File: config.mk
export PLATFORM = sky130hd
export DESIGN_NAME = dac_sample_scheduler
export DESIGN_NICKNAME = d
export VERILOG_FILES = /design/src/rtl/dac_sched_pkg.sv /design/src/rtl/dac_sample_fifo.sv /design/src/rtl/dac_sample_scheduler.sv
export SDC_FILE = /design/constraint.sdc
export NUM_CORES = 1
export LEC_CHECK = 0
export BUFFER_PORTS_ARGS = -buffer_cell sky130_fd_sc_hd__buf_4
export CAP_MARGIN = 20
export CORE_ASPECT_RATIO = 0.9
export CORE_MARGIN = 2
export CORE_UTILIZATION = 25
export DETAILED_ROUTE_END_ITERATION = 6
export PLACE_DENSITY = 0.38
export SKIP_CTS_REPAIR_TIMING = 1
export SLEW_MARGIN = 30
export SYNTH_ARGS = -nofsm -noshare
export SYNTH_HDL_FRONTEND = slang
export SYNTH_SLANG_ARGS = --single-unit
File: constraint.sdc
create_clock -name clk -period 2.9 [get_ports clk]
set_input_delay 0.435 -clock clk [delete_from_list [all_inputs] [get_ports clk]]
set_output_delay 0.435 -clock clk [all_outputs]
set_load 0.05 [all_outputs]
File: src/rtl/dac_sched_pkg.sv
// Shared types and reset defaults for the DAC sample scheduler.
package dac_sched_pkg;

    typedef enum logic [1:0] {
        MODE_HOLD    = 2'd0,
        MODE_HOST    = 2'd1,
        MODE_PATTERN = 2'd2,
        MODE_AUTO    = 2'd3
    } mode_t;

    typedef enum logic {
        SHAPE_SAW = 1'b0,
        SHAPE_TRI = 1'b1
    } shape_t;

    localparam logic [1:0] CFG_SEL_DIV   = 2'd0;
    localparam logic [1:0] CFG_SEL_MODE  = 2'd1;
    localparam logic [1:0] CFG_SEL_STEP  = 2'd2;
    localparam logic [1:0] CFG_SEL_SHAPE = 2'd3;

    localparam logic [7:0] PKG_DEFAULT_DIV  = 8'd9;
    localparam logic [7:0] PKG_RESET_CODE   = 8'h80;
    localparam logic [7:0] PKG_DEFAULT_STEP = 8'd1;

    // Sawtooth advance: plain modulo-256 add, so 255 + step wraps through zero.
    function automatic logic [7:0] saw_next(input logic [7:0] code, input logic [7:0] step);
        return code + step;
    endfunction

endpackage

File: src/rtl/dac_sample_fifo.sv
// Synchronous host-sample FIFO, DEPTH x WIDTH, no bypass (a push is poppable the next cycle).
module dac_sample_fifo #(
    parameter int DEPTH = 4,
    parameter int WIDTH = 8
) (
    input  logic                     clk,
    input  logic                     rst,
    input  logic                     push,
    input  logic                     pop,
    input  logic [WIDTH-1:0]         din,
    output logic [WIDTH-1:0]         dout,
    output logic                     full,
    output logic                     empty,
    output logic [$clog2(DEPTH):0]   level
);

    localparam int AW = $clog2(DEPTH);

    logic [WIDTH-1:0] mem [DEPTH];
    logic [AW-1:0]    wr_ptr;
    logic [AW-1:0]    rd_ptr;
    logic [AW:0]      count;
    logic             do_push;
    logic             do_pop;

    assign full    = (count == (AW+1)'(DEPTH));
    assign empty   = (count == '0);
    assign level   = count;
    assign dout    = mem[rd_ptr];
    assign do_push = push && !full;
    assign do_pop  = pop && !empty;

    // NOTE: sequential state uses non-blocking assignments so every flop samples pre-edge values.
    always_ff @(posedge clk) begin
        if (rst) begin
            wr_ptr <= '0;
            rd_ptr <= '0;
            count  <= '0;
        end else begin
            if (do_push) wr_ptr <= wr_ptr + AW'(1);
            if (do_pop)  rd_ptr <= rd_ptr + AW'(1);
            case ({do_push, do_pop})
                2'b10:   count <= count + (AW+1)'(1);
                2'b01:   count <= count - (AW+1)'(1);
                default: count <= count;
            endcase
        end
    end

    // NOTE: the storage array is deliberately not reset; count and pointers alone define valid entries.
    always_ff @(posedge clk) begin
        if (do_push) mem[wr_ptr] <= din;
    end

endmodule

File: src/rtl/dac_sample_scheduler.sv
// Per-tick source selection for the R2R DAC code register (host FIFO or ramp generator).
// Optional triangle shape is enabled by defining DAC_SCHED_TRIANGLE_EN.
module dac_sample_scheduler
    import dac_sched_pkg::*;
#(
    parameter int         FIFO_DEPTH  = 4,
    parameter logic [7:0] DEFAULT_DIV = PKG_DEFAULT_DIV,
    parameter logic [7:0] RESET_CODE  = PKG_RESET_CODE
) (
    input  logic                          clk,
    input  logic                          rst,
    input  logic                          cfg_load,
    input  logic [1:0]                    cfg_sel,
    input  logic [7:0]                    cfg_data,
    input  logic                          host_valid,
    input  logic [7:0]                    host_data,
    output logic                          host_ready,
    output logic [7:0]                    dac_code,
    output logic                          sample_tick,
    output logic                          underrun,
    output logic [$clog2(FIFO_DEPTH):0]   fifo_level
);

    logic [7:0] div_q;
    logic [7:0] cnt_q;
    logic [7:0] step_q;
    mode_t      mode_q;

    logic       cfg_div_wr;
    logic       cfg_mode_wr;
    logic       cfg_step_wr;
    logic       tick;

    logic       fifo_push;
    logic       fifo_pop;
    logic [7:0] fifo_dout;
    logic       fifo_full;
    logic       fifo_empty;

    logic [7:0] gen_code;
    logic [7:0] next_code;
    logic       use_gen;
    logic       underrun_set;

    assign cfg_div_wr  = cfg_load && (cfg_sel == CFG_SEL_DIV);
    assign cfg_mode_wr = cfg_load && (cfg_sel == CFG_SEL_MODE);
    assign cfg_step_wr = cfg_load && (cfg_sel == CFG_SEL_STEP);

    // A divider write restarts the count, so the old terminal count must not fire alongside it.
    assign tick = (cnt_q == div_q) && !cfg_div_wr;

    assign host_ready = !fifo_full;
    assign fifo_push  = host_valid && host_ready;

    dac_sample_fifo #(
        .DEPTH (FIFO_DEPTH),
        .WIDTH (8)
    ) u_fifo (
        .clk   (clk),
        .rst   (rst),
        .push  (fifo_push),
        .pop   (fifo_pop),
        .din   (host_data),
        .dout  (fifo_dout),
        .full  (fifo_full),
        .empty (fifo_empty),
        .level (fifo_level)
    );

`ifdef DAC_SCHED_TRIANGLE_EN
    shape_t     shape_q;
    logic       dir_up_q;
    logic       gen_dir_up;
    logic       cfg_shape_wr;
    logic [8:0] up_sum;

    assign cfg_shape_wr = cfg_load && (cfg_sel == CFG_SEL_SHAPE);
    assign up_sum       = {1'b0, dac_code} + {1'b0, step_q};

    // NOTE: every always_comb output gets a default first so no path can infer a latch.
    always_comb begin
        gen_code   = saw_next(dac_code, step_q);
        gen_dir_up = dir_up_q;
        if (shape_q == SHAPE_TRI) begin
            if (dir_up_q) begin
                if (up_sum[8]) begin
                    gen_code   = 8'hFF;
                    gen_dir_up = 1'b0;
                end else begin
                    gen_code = up_sum[7:0];
                end
            end else begin
                if (dac_code < step_q) begin
                    gen_code   = 8'h00;
                    gen_dir_up = 1'b1;
                end else begin
                    gen_code = dac_code - step_q;
                end
            end
        end
    end

    // Direction only advances when the generator actually drives the code.
    always_ff @(posedge clk) begin
        if (rst) begin
            shape_q  <= SHAPE_SAW;
            dir_up_q <= 1'b1;
        end else if (cfg_shape_wr) begin
            shape_q  <= shape_t'(cfg_data[0]);
            dir_up_q <= 1'b1;
        end else if (use_gen) begin
            dir_up_q <= gen_dir_up;
        end
    end
`else
    assign gen_code = saw_next(dac_code, step_q);
`endif

    // The generator always advances from the live dac_code, so switching sources never jumps.
    always_comb begin
        next_code    = dac_code;
        fifo_pop     = 1'b0;
        use_gen      = 1'b0;
        underrun_set = 1'b0;
        if (tick) begin
            case (mode_q)
                MODE_HOLD: begin
                    next_code = dac_code;
                end
                MODE_HOST: begin
                    if (!fifo_empty) begin
                        fifo_pop  = 1'b1;
                        next_code = fifo_dout;
                    end else begin
                        underrun_set = 1'b1;
                    end
                end
                MODE_PATTERN: begin
                    use_gen   = 1'b1;
                    next_code = gen_code;
                end
                MODE_AUTO: begin
                    if (!fifo_empty) begin
                        fifo_pop  = 1'b1;
                        next_code = fifo_dout;
                    end else begin
                        use_gen   = 1'b1;
                        next_code = gen_code;
                    end
                end
            endcase
        end
    end

    always_ff @(posedge clk) begin
        if (rst) begin
            div_q  <= DEFAULT_DIV;
            cnt_q  <= 8'd0;
            mode_q <= MODE_HOLD;
            step_q <= PKG_DEFAULT_STEP;
        end else begin
            if (cfg_div_wr) begin
                div_q <= cfg_data;
                cnt_q <= 8'd0;
            end else if (tick) begin
                cnt_q <= 8'd0;
            end else begin
                cnt_q <= cnt_q + 8'd1;
            end
            if (cfg_mode_wr) mode_q <= mode_t'(cfg_data[1:0]);
            if (cfg_step_wr) step_q <= cfg_data;
        end
    end

    // A same-cycle underrun event outranks the clear from a mode write.
    always_ff @(posedge clk) begin
        if (rst) begin
            dac_code    <= RESET_CODE;
            sample_tick <= 1'b0;
            underrun    <= 1'b0;
        end else begin
            dac_code    <= next_code;
            sample_tick <= tick;
            if (underrun_set)     underrun <= 1'b1;
            else if (cfg_mode_wr) underrun <= 1'b0;
        end
    end

endmodule

=== Word level (Yosys, flattened, before mapping) ===
Memory sizes are Yosys's and may differ from the RTL's. A register that Yosys moved wholly into a read port is not among the register bits.
Cells that the tools add are included.

* Register bits: 43
* Bits in latches: 0
* Memory bits (writable): 32
* ROM bits: 0
* Output and inout port bits: 14
* Memories: 1

* Add/subtract/negate cells: 6
* $mul: 0
* Div/mod/pow operators: 0
* Order comparisons: 0
* Eq/ne operators: 10
* Shift operators: 0
* Multiplexer cells: 16
* Bitwise logic cells: 1
* Reduce and logical (&&, ||, !) cells: 18

{| class="wikitable"
|+ Memory list
! name !! words !! width !! read ports !! clocked after Yosys merged registers in !! write ports !! RTL line !! text
|-
| u_fifo.mem || 4 || 8 || 1 || 1 || 1 || dac_sample_fifo.sv:19 || <nowiki>logic [WIDTH-1:0] mem [DEPTH];</nowiki>
|}

{| class="wikitable"
|+ Operators by type and width
! cell !! number
|-
| case mux 8 bit (3 select lines) || 1
|-
| two-way mux 8 bit || 2
|-
| two-way mux 1 bit || 10
|-
| adder 8 x 1 -> 8 bit (second input constant) || 1
|-
| adder 8 bit || 1
|-
| == test 2 bit (second input constant) || 4
|-
| == test 8 bit || 1
|-
| logical AND 1 bit || 7
|-
| == test 2 x 1 -> 1 bit (second input constant) || 3
|-
| case mux 3 bit (2 select lines) || 1
|-
| adder 2 x 1 -> 2 bit (second input constant) || 2
|-
| logical NOT 2 bit || 2
|-
| two-way mux 2 bit || 2
|-
| nonzero test 2 bit || 2
|-
| adder 3 x 1 -> 3 bit (second input constant) || 1
|-
| == test 3 bit (second input constant) || 1
|-
| logical NOT 1 bit || 3
|-
| logical NOT 3 bit || 1
|-
| AND reduction 3 bit || 1
|-
| OR reduction 3 bit || 1
|-
| subtractor 3 x 1 -> 3 bit (second input constant) || 1
|-
| inequality test 2 bit (second input constant) || 1
|-
| OR reduction 2 bit || 1
|-
| inverter 1 bit || 1
|}

=== Depth between registers and ports, before layout ===
Gate-level depths: netlist of run 1.

* Word-level depth: 8
* Depth in mapped cells: 9
* Depth with buffers taken out: 9

=== Modules after synthesis ===
From an unflattened synthesis of run 1, not the netlist that was laid out.

* Cells, all modules: 306
* Area, all modules: 3530.9 um^2

{| class="wikitable"
|+ Modules (own cells, without submodules)
! module !! instances !! cells each !! area an instance (um^2) !! sequential area each (um^2)
|-
| dac_sample_scheduler || 1 || 210 || 1895.6 || 720.7
|-
| dac_sample_fifo || 1 || 96 || 1635.3 || 1141.1
|}

=== Worst setup path after synthesis of run 1 ===
No wires, ideal clock.

* Path kind: reg-to-reg
* Start: register u_fifo.count[0] (netlist: u_fifo.level[0])
* End: register u_fifo.count[2] (netlist: u_fifo.level[2])
* Library setup time: 0.071 ns
* Arrival time: 2.765 ns
* Data required time: 2.829 ns
* Setup slack: 0.064 ns
* Cell stages (with the launch flop): 10
* Clock period less this slack: 2.836 ns
* Cells stage by stage: dfxtp_1 nor2_1 nand2_1 and2_1 inv_1 ha_1 fa_1 xnor2_1 or3_1 a21oi_1

* Elaborated cells on any way between the ends: 16
* Those cells by class: add/sub: 2; eq/ne: 3; mux: 4; reduce/logical: 7

{| class="wikitable"
|+ RTL lines
! item !! RTL line !! text
|-
| start: declaration || dac_sample_fifo.sv:22 || <nowiki>logic [AW:0] count;</nowiki>
|-
| start signal: assignment || dac_sample_fifo.sv:43 || <nowiki>2'b10: count <= count + (AW+1)'(1);</nowiki>
|-
| start signal: assignment || dac_sample_fifo.sv:44 || <nowiki>2'b01: count <= count - (AW+1)'(1);</nowiki>
|-
| start signal: assignment || dac_sample_fifo.sv:45 || <nowiki>default: count <= count;</nowiki>
|-
| == test 3 bit * || dac_sample_fifo.sv:26 || <nowiki>assign full = (count == (AW+1)'(DEPTH));</nowiki>
|-
| logical NOT 1 bit * || dac_sample_scheduler.sv:52 || <nowiki>assign host_ready = !fifo_full;</nowiki>
|-
| named net host_ready || dac_sample_scheduler.sv:17 || <nowiki>output logic host_ready,</nowiki>
|-
| logical AND 1 bit || dac_sample_scheduler.sv:53 || <nowiki>assign fifo_push = host_valid && host_ready;</nowiki>
|-
| logical AND 1 bit * || dac_sample_fifo.sv:30 || <nowiki>assign do_push = push && !full;</nowiki>
|-
| == test 2 x 1 -> 1 bit / == test 2 bit (equally long branches) || dac_sample_fifo.sv:42 || <nowiki>case ({do_push, do_pop})</nowiki>
|-
| case mux 3 bit (2 select lines) / nonzero test 2 bit (equally long branches) || - ||
|}

Mark *: on every way through the listed nets, which the timed path passes. The rest lies on a longest branch.
A chain may end at the register's enable or synchronous reset.

=== Worst setup path in the final report of run 1 ===
* Start: register cnt_q[5]
* End: register u_fifo.count[2] (netlist: u_fifo.level[2])

* Cells in the longest elaborated chain, start to end: 6
* Elaborated cells on any way between the ends: 8
* Those cells by class: eq/ne: 3; mux: 2; reduce/logical: 3

{| class="wikitable"
|+ RTL lines
! item !! RTL line !! text
|-
| start: declaration || dac_sample_scheduler.sv:25 || <nowiki>logic [7:0] cnt_q;</nowiki>
|-
| start signal: assignment || dac_sample_scheduler.sv:168 || <nowiki>cnt_q <= cnt_q + 8'd1;</nowiki>
|-
| == test 8 bit * || dac_sample_scheduler.sv:50 || <nowiki>assign tick = (cnt_q == div_q) && !cfg_div_wr;</nowiki>
|-
| logical AND 1 bit * || dac_sample_scheduler.sv:50 ||
|-
| two-way mux 1 bit * || dac_sample_scheduler.sv:125 || <nowiki>if (tick) begin</nowiki>
|-
| logical AND 1 bit * || dac_sample_fifo.sv:31 || <nowiki>assign do_pop = pop && !empty;</nowiki>
|-
| named net u_fifo.do_pop || dac_sample_fifo.sv:24 || <nowiki>logic do_pop;</nowiki>
|-
| == test 2 x 1 -> 1 bit / == test 2 bit (equally long branches) || dac_sample_fifo.sv:42 ||
|-
| case mux 3 bit (2 select lines) / nonzero test 2 bit (equally long branches) || - ||
|}

Marked as above.

==> results of run 1 <==
-- layout make-up --
cell class | instances | area share
Sequential cell | 77 | 0.445
Inverter | 5 | 0.00449
Multi-Input combinational cell | 205 | 0.365
Timing Repair Buffer | 37 | 0.0664
Tap cell | 168 | 0.0502
Clock buffer | 11 | 0.0565
Clock inverter | 5 | 0.0123
-- cell families (layout without fill, tap and decap cells) --
logic type / Yosys count / after routing / synth area share
mux: 26 / 26 / 0.105
fa+ha+maj: 15 / 15 / 0.0587
flops: 77 / 77 / 0.539
simple gates: 108 / 108 / 0.152
xor+xnor: 20 / 20 / 0.0507
buf+inv: 15 / 58 / 0.0192
compound gates: 36 / 36 / 0.0757
-- power groups by stage --
| stage | Clock [mW] | Sequential, mW | Combinational, mW |
|---|---|---|---|
| after floorplan | 0 | 1.23 | 0.106 |
| after global placement | 0 | 1.22 | 0.192 |
| after detailed placement | 0 | 1.22 | 0.193 |
| after CTS | 1.15 | 1.20 | 0.195 |
| after global routing | 1.19 | 1.20 | 0.214 |
| final | 1.12 | 1.20 | 0.189 |
-- registers in the layout, summed over array words and instances (netlist names), named ones only --
name / cells
underrun: 1
mode_q: 2
u_fifo.wr_ptr: 2
u_fifo.rd_ptr: 2
div_q: 8
dac_code: 8
step_q: 8
u_fifo.mem: 32
cnt_q: 8
u_fifo.level: 3
sample_tick: 1
-- placed cells by master (no fill, tap or decap), types with 2 or more instances in the layout --
cell,netlist,routed
nand2_1,34,34
o21ai_0,4,4
nand3b_1,3,3
o211ai_1,4,4
edfxtp_1,32,32
ha_1,13,13
or3_1,2,2
clkbuf_16,0,9
a31oi_1,2,2
mux2i_1,15,15
nor2_1,38,38
o211a_1,2,2
fa_1,2,2
xnor2_1,11,11
or4_1,3,3
nand3_1,6,6
nor3_1,3,3
inv_1,4,4
and2_1,2,2
o21ai_1,2,2
and3_1,9,9
xor2_1,9,9
clkinv_2,0,3
dfxtp_1,45,45
buf_4,0,37
mux4_2,8,8
mux2_1,2,2
a21oi_1,12,12
-- cells in the mapped netlist (all sizes together) (2+ instances only) --
cell    instances
or3             2
xor2            9
o211a           2
nand3b          3
xnor2          11
o21ai           6
a31oi           2
nor2           38
nand2          34
o211ai          4
fa              2
buf             4
or4             3
mux2i          15
nand3           6
and2            2
inv             4
a21oi          12
a211oi          2
nor3            4
and3            9
ha             13
clkbuf          6
mux4            8
edfxtp         32
dfxtp          45
mux2            3
-- worst paths after layout --
check        cells past startpoint    startpoint               end
max                              9      cnt_q[5]   u_fifo.level[2]
min                              1  host_data[5]  u_fifo.mem[3][5]
max reg2reg                      9      cnt_q[5]   u_fifo.level[2]
min reg2reg                      2      div_q[5]          div_q[5]
-- stage by stage --
stage | util | instance area (sq um) | setup slack (ns) | power [mW]
2_1_floorplan | - | 3460 | 0.0636 | 1.34
3_5_place_dp | 0.290 | 3900 | 0.474 | 1.42
3_3_place_gp | 0.290 | 3900 | 0.540 | 1.41
6_report | 0.312 | 4180 | 0.409 | 2.51
4_1_cts | 0.312 | 4180 | 0.424 | 2.55
5_1_grt | 0.312 | 4180 | 0.243 | 2.61
-- layer usage --
metal	routed length [um]	GRT usage	vias to the layer above
met3	305	0.0295	11
met4	150	0.0557	0
li1	-	-	1155
met5	0	0	-
met2	3620	0.187	42
met1	4250	0.167	1092
==> summary.md, run 1 <==
| Metric | Value |
|---|---|
| Multi-input combinational cell area | `around 1500 sq um` |
| Clock latency reported for the late side of the worst-skew pair | `~0.34 ns` |
| Post-detailed-route count of antenna-violating nets | `0` |
| Number of failing setup endpoints in the final timing report | `0` |
| Worst hold-check path type | `in -> reg` |
| Leakage power figure | `1.66 nW` |
| Yosys reg bits | `between 70 and 80` |
| Setup repair after global routing missed its margin | `false` |
| Worst Path Required | `3.17 ns` |
| CP bufs+invs | `0` |
| Chip height | `about 120 um` |
| Leading area contributor after synthesis | `edfxtp_1` |
| Async set-reset flop share out of synthesis | `0` |
| Half-perimeter wire length after placement | `just under 6 mm` |
| Fraction of power spent switching nets | `0.233` |
| Die Width | `between 100 and 150 um` |
| Total nets after synthesis | `between 300 and 400` |
| Synthesized area | `about 3500 sq um` |
| Number of buffers added by the clock tree synthesis step | `9` |
| Detail-routed net length per standard cell | `16.4 um` |
| Number of I/O pins | `36` |
| Number of filler instances in the final layout | `about 1400` |
| First-pass GRT wire length | `between 10 and 15 mm` |
| Clock net sink count | `77` |
| Layout Skew | `roughly 0.0072 ns` |
| Net Sw Power | `0.584 mW` |
| Power share of the clock group | `0.446` |
| Number of optimization iterations in the first detailed-route pass | `4` |
| Clock root buffer | `clkbuf_16` |
| Sequential group share of total power | `0.478` |
| Weighted congestion reported at the end of routability-driven placement | `roughly 0.7` |
| Number of unique standard cell types used by synthesis | `49` |
| Syn-to-layout area delta | `21.1%` |
| Vias | `2300` |
| Port Buffer Count | `35` |
| Aggregate negative setup slack | `0 ns` |
| Final Hold Viols | `0` |
| Area of the die | `between 10000 and 15000 sq um` |
| Total routing resource utilization after global routing | `0.123` |
| Cells taking the most area after synthesis | `edfxtp_1 28%, dfxtp_1 26%, mux4_2 5.2%, ha_1 4.7%, mux2i_1 4.3%` |
| Start-to-end type of the worst setup path | `reg -> reg` |
| Seq/Total Area, Yosys | `0.539` |
| Number of cells produced by synthesis | `297` |
| Result of the run | `finished, final reports clean` |
| Detailed-route vias per instance | `roughly 4.5` |
| Logic pwr share | `0.075` |
| Drt initial violations | `roughly 130` |
| Number of core rows | `40` |
| H-tree levels | `3` |
| Initial antenna violation count | `0` |
| Detailed Route WL | `between 8 and 9 mm` |
| Maximum cell stage delay along the critical path | `approximately 0.40 ns` |
| Register-to-Register Setup Slack | `around 0.41 ns` |
| Maximum achievable frequency | `0.401 GHz` |
| Effective utilization at floorplan | `0.258` |
| Worst-path clk slew | `approximately 0.06 ns` |
| Number of warnings issued by yosys | `0` |
| Fin nets | `roughly 370` |
| Startpoint type of the worst setup path | `flip-flop` |
| Number of enable flip-flop cells after synthesis | `32` |
| Max FO, Critical Path | `4` |
| Sequential cell area | `between 1500 and 2000 sq um` |
| Via count of the first global-routing pass | `approximately 2400` |
| Internal power | `a little under 2 mW` |
| Total instance count after detailed placement | `492` |
| Min Tclk post-route | `approximately 2.5 ns` |
| Cells traversed along the worst timing path | `xor2_1 -> nor4_2 -> or2b_1 -> nor3_1 -> ha_1 -> fa_1 -> xnor2_1 -> or3_1 -> a21oi_1` |
| Slowest cell on the critical path | `dfxtp_1` |
| Worst Tran Pin Value | `between 0.6 and 0.7 ns` |
| Critical Path Sink Type | `flip-flop` |
| Overall overflow remaining after global route | `0` |
| Worst hold-check slack | `between 0.3 and 0.4 ns` |
| Placeable core area | `approximately 13000 sq um` |
| Dominant register cell in the synthesized netlist | `dfxtp_1` |
| Fin cells | `508` |
| Crit share post-route | `0.859` |
| Maximum number of pins on one net before global-route repair | `31` |
| Total power density per cell area | `599 nW/um^2` |
| Worst slew margin relative to its limit | `0.537` |
| Crit path arrival time | `between 2 and 3 ns` |
| Syn avg cell area | `roughly 12 sq um` |
| Ratio of cells with drive above 1 in the final layout | `0.203` |
| Drt drc | `0` |
| Kind of cell adding the most delay to the critical path | `simple AND/OR/NAND/NOR gates` |
| # Max-Cap Violations | `0` |
| Number of antenna repair diodes | `0` |
| Clock Tree Buf Depth | `2` |
| Count of pins over their slew limit | `0` |
| Proportion of netlist area held by the largest area contributor | `0.278` |
| CTS tree | `built` |
| Max VDD drop | `roughly 250 uV` |
No activity file was read; power rests on OpenSTA's default activity.
==> run 2, diff against run 1 <==
- ABC_AREA: default -> 1
==> run 2 against run 1 <==
  * Sequential share of layout area fell by 2.5 points
  * Setup slack improved by 0.31 ns
  * Synthesized area rose by 4.4%
  * Wire length rose by 2.2%
  * Clock skew rose by 0.0027 ns
  * Sequential cell count did not move
  * Cell count rose by 31%
  * Critical path type unchanged
  * Highest routed layer unchanged
==> summary.md, run 2 <==
| Metric | Value |
|---|---|
| Result of the run | `finished, final reports clean` |
| Detail-routed net length per standard cell | `approximately 13 um` |
| Weighted congestion reported at the end of routability-driven placement | `slightly below 0.8` |
| Critical Path Sink Type | `flip-flop` |
| Net Sw Power | `roughly 0.60 mW` |
| Clock root buffer | `clkbuf_16` |
| Effective utilization at floorplan | `0.257` |
| Worst hold start | `host_data[2]` |
| Most common cell after layout, fill and taps aside | `nand2_1` |
| # Max-Cap Violations | `0` |
| Vias | `2774` |
| Syn-to-layout area delta | `22.9%` |
| Min Tclk post-route | `between 2 and 2.5 ns` |
| Logic pwr share | `0.081` |
| Number of buffers added by the clock tree synthesis step | `9` |
| Async set-reset flop share out of synthesis | `0` |
| Cell count of the worst reg-to-reg path | `13` |
| Layout Skew | `around 0.01 ns` |
| Most numerous cell in the Yosys netlist | `nand2_1` |
| Total routing resource utilization after global routing | `0.121` |
| Final Hold Viols | `0` |
| Area of the die | `approximately 15000 sq um` |
| Count of pins over their slew limit | `0` |
| Fraction of power spent switching nets | `0.230` |
| Detailed Route WL | `about 8.5 mm` |
| Max FO, Critical Path | `6` |
| Detailed-route vias per instance | `between 4 and 5` |
| Number of optimization iterations in the first detailed-route pass | `4` |
| Placeable core area | `between 10000 and 15000 sq um` |
| Number of I/O pins | `36` |
| Crit share post-route | `0.751` |
| Ratio of cells with drive above 1 in the final layout | `0.161` |
| Max VDD drop | `around 250 uV` |
| Register bank with the most flops | `u_fifo.mem` |
| Leading area contributor after synthesis | `edfxtp_1` |
| Clock Tree Buf Depth | `2` |
| Most instantiated cells after synthesis | `94 x nand2_1, 54 x nor2_1, 45 x dfxtp_1` |
| Total nets after synthesis | `roughly 460` |
| Clock net sink count | `77` |
| Post-layout power | `between 2 and 3 mW` |
| Number of filler instances in the final layout | `between 1500 and 2000` |
| Maximum number of pins on one net before global-route repair | `18` |
| First-pass GRT wire length | `13.8 mm` |
| Crit path from | `cnt_q[5]` |
| Chip height | `approximately 120 um` |
| Internal power | `about 2.0 mW` |
| Total power density per cell area | `587 nW/um^2` |
| Drt initial violations | `149` |
| Clock latency reported for the late side of the worst-skew pair | `roughly 0.34 ns` |
| Worst-path clk slew | `roughly 0.06 ns` |
| Crit path arrival time | `approximately 2.4 ns` |
| Power share of the clock group | `0.458` |
| Maximum achievable frequency | `approximately 0.46 GHz` |
| Overall overflow remaining after global route | `0` |
| Worst Path Required | `about 3.1 ns` |
| Via count of the first global-routing pass | `around 2600` |
| H-tree levels | `3` |
| Register-to-Register Setup Slack | `around 0.72 ns` |
| Top library cells by usage in the layout, fill and taps aside | `94 x nand2_1, 54 x nor2_1, 45 x dfxtp_1` |
| Number of antenna repair diodes | `0` |
| Number of warnings issued by yosys | `0` |
| Port Buffer Count | `35` |
| Multi-input combinational cell area | `roughly 1500 sq um` |
| Worst hold-check slack | `0.292 ns` |
| Aggregate negative setup slack | `0 ns` |
| Reg-to-reg critical path startpoint | `cnt_q[5]` |
| Endpoint of the worst register-to-register path | `u_fifo.level[2]` |
| Syn avg cell area | `between 8 and 9 sq um` |
| Seq/Total Area, Yosys | `0.516` |
| Die Width | `about 130 um` |
| Max reg flops | `32` |
| Start-to-end type of the worst setup path | `reg -> reg` |
| CTS tree | `built` |
| Synthesized area | `roughly 3600 sq um` |
| Initial antenna violation count | `0` |
| Number of unique standard cell types used by synthesis | `34` |
| Worst hold-check path type | `in -> reg` |
| Leakage power figure | `between 1.5 and 2 nW` |
| Yosys reg bits | `between 70 and 80` |
| Post-detailed-route count of antenna-violating nets | `0` |
| Sequential cell area | `about 1900 sq um` |
| Fin nets | `between 500 and 600` |
| Half-perimeter wire length after placement | `6.23 mm` |
| Number of core rows | `just over 40` |
| Worst Tran Pin Value | `about 0.50 ns` |
| Worst slew margin relative to its limit | `0.666` |
| Setup repair after global routing missed its margin | `false` |
| Proportion of netlist area held by the largest area contributor | `0.266` |
| Cells taking the most area after synthesis | `edfxtp_1 27%, dfxtp_1 25%, nand2_1 9.8%, nor2_1 5.6%, o21ai_0 4.9%` |
| Startpoint type of the worst setup path | `flip-flop` |
| Critical path endpoint | `u_fifo.level[2]` |
| Number of failing setup endpoints in the final timing report | `0` |
| Drt drc | `0` |
| Number of cells produced by synthesis | `between 400 and 500` |
| Sequential group share of total power | `0.461` |
| Number of enable flip-flop cells after synthesis | `32` |
| Dominant register cell in the synthesized netlist | `dfxtp_1` |
==> run 2: cell count changes after synthesis, moves of 9 or more <==
cell     change
inv_1       +40
mux2i_1     -15
o21ai_0     +31
and3_1       -9
nor2_1      +16
nand2_1     +60
nand3_1     +14
a21oi_1     +18
==> run 2: cell families (layout without fill, tap and decap cells) <==
kind of cell	count (synthesis)	count (layout)	synth area share
AOI/OAI and AO/OA	77	77	0.114
xor gates and xnor gates	8	8	0.0194
adders and majority gates	15	15	0.0562
buffers and inverters	58	109	0.0669
DFF	77	77	0.516
and+or+nand+nor	187	187	0.228
==> run 2: area by class of cell <==
cell class,instances,area share
flip-flops and latches,77,0.420
inverters,50,0.0426
clock buffers,10,0.0516
clock inverters,6,0.0192
well taps,193,0.0545
multi-input cells,287,0.339
repair buffers,43,0.0728
==> run 2: worst min-delay path by stage <==
stage	slack (ns)	cells after the start	endpoint
final	0.29	1	u_fifo.mem[1][2]
after global routing	0.28	1	u_fifo.mem[1][2]
after CTS	0.28	1	u_fifo.mem[1][2]
after detailed placement	0.46	2	div_q[2]
after global placement	0.45	2	div_q[2]
after floorplan	0.43	2	step_q[0]
==> run 2: worst max-delay path, cell delays in order, from the launching register on <==
cell and delay, ns:
dfxtp_1 0.43, nand2_1 0.08, nand2_1 0.06, nor2_1 0.06, nand2_1 0.11, inv_2 0.07, nand2_4 0.12, nor2_4 0.05
ha_1 0.23, fa_1 0.40, a21oi_1 0.14, o21ai_0 0.11, o21ai_0 0.16, a21oi_1 0.06
==> run 2: power by group through the flow <==
stage | sequential, mW | clock [mW] | combinational (mW)
after floorplan | 1.23 | 0 | 0.122
after global placement | 1.22 | 0 | 0.215
after detailed placement | 1.22 | 0 | 0.215
after CTS | 1.20 | 1.22 | 0.216
after global routing | 1.20 | 1.27 | 0.242
final | 1.20 | 1.19 | 0.211
==> run 2: metrics by stage <==
| step | instances | utilization | cell area, sq um | setup slack (ns) |
|---|---|---|---|---|
| 2_1_floorplan | 422 | - | 3610 | 0.178 |
| 3_3_place_gp | 650 | 0.293 | 4120 | 0.655 |
| 3_5_place_dp | 650 | 0.293 | 4120 | 0.620 |
| 4_1_cts | 666 | 0.315 | 4430 | 0.720 |
| 5_1_grt | 666 | 0.315 | 4430 | 0.488 |
| 6_report | 666 | 0.315 | 4430 | 0.721 |
==> run 2: routing by layer <==
| metal | vias up | global-route usage | part of all wire |
|---|---|---|---|
| met4 | 0 | 0.0439 | 0.016 |
| li1 | 1478 | - | - |
| met3 | 13 | 0.0368 | 0.034 |
| met2 | 35 | 0.164 | 0.41 |
| met1 | 1248 | 0.178 | 0.54 |
| met5 | - | 0 | 0 |
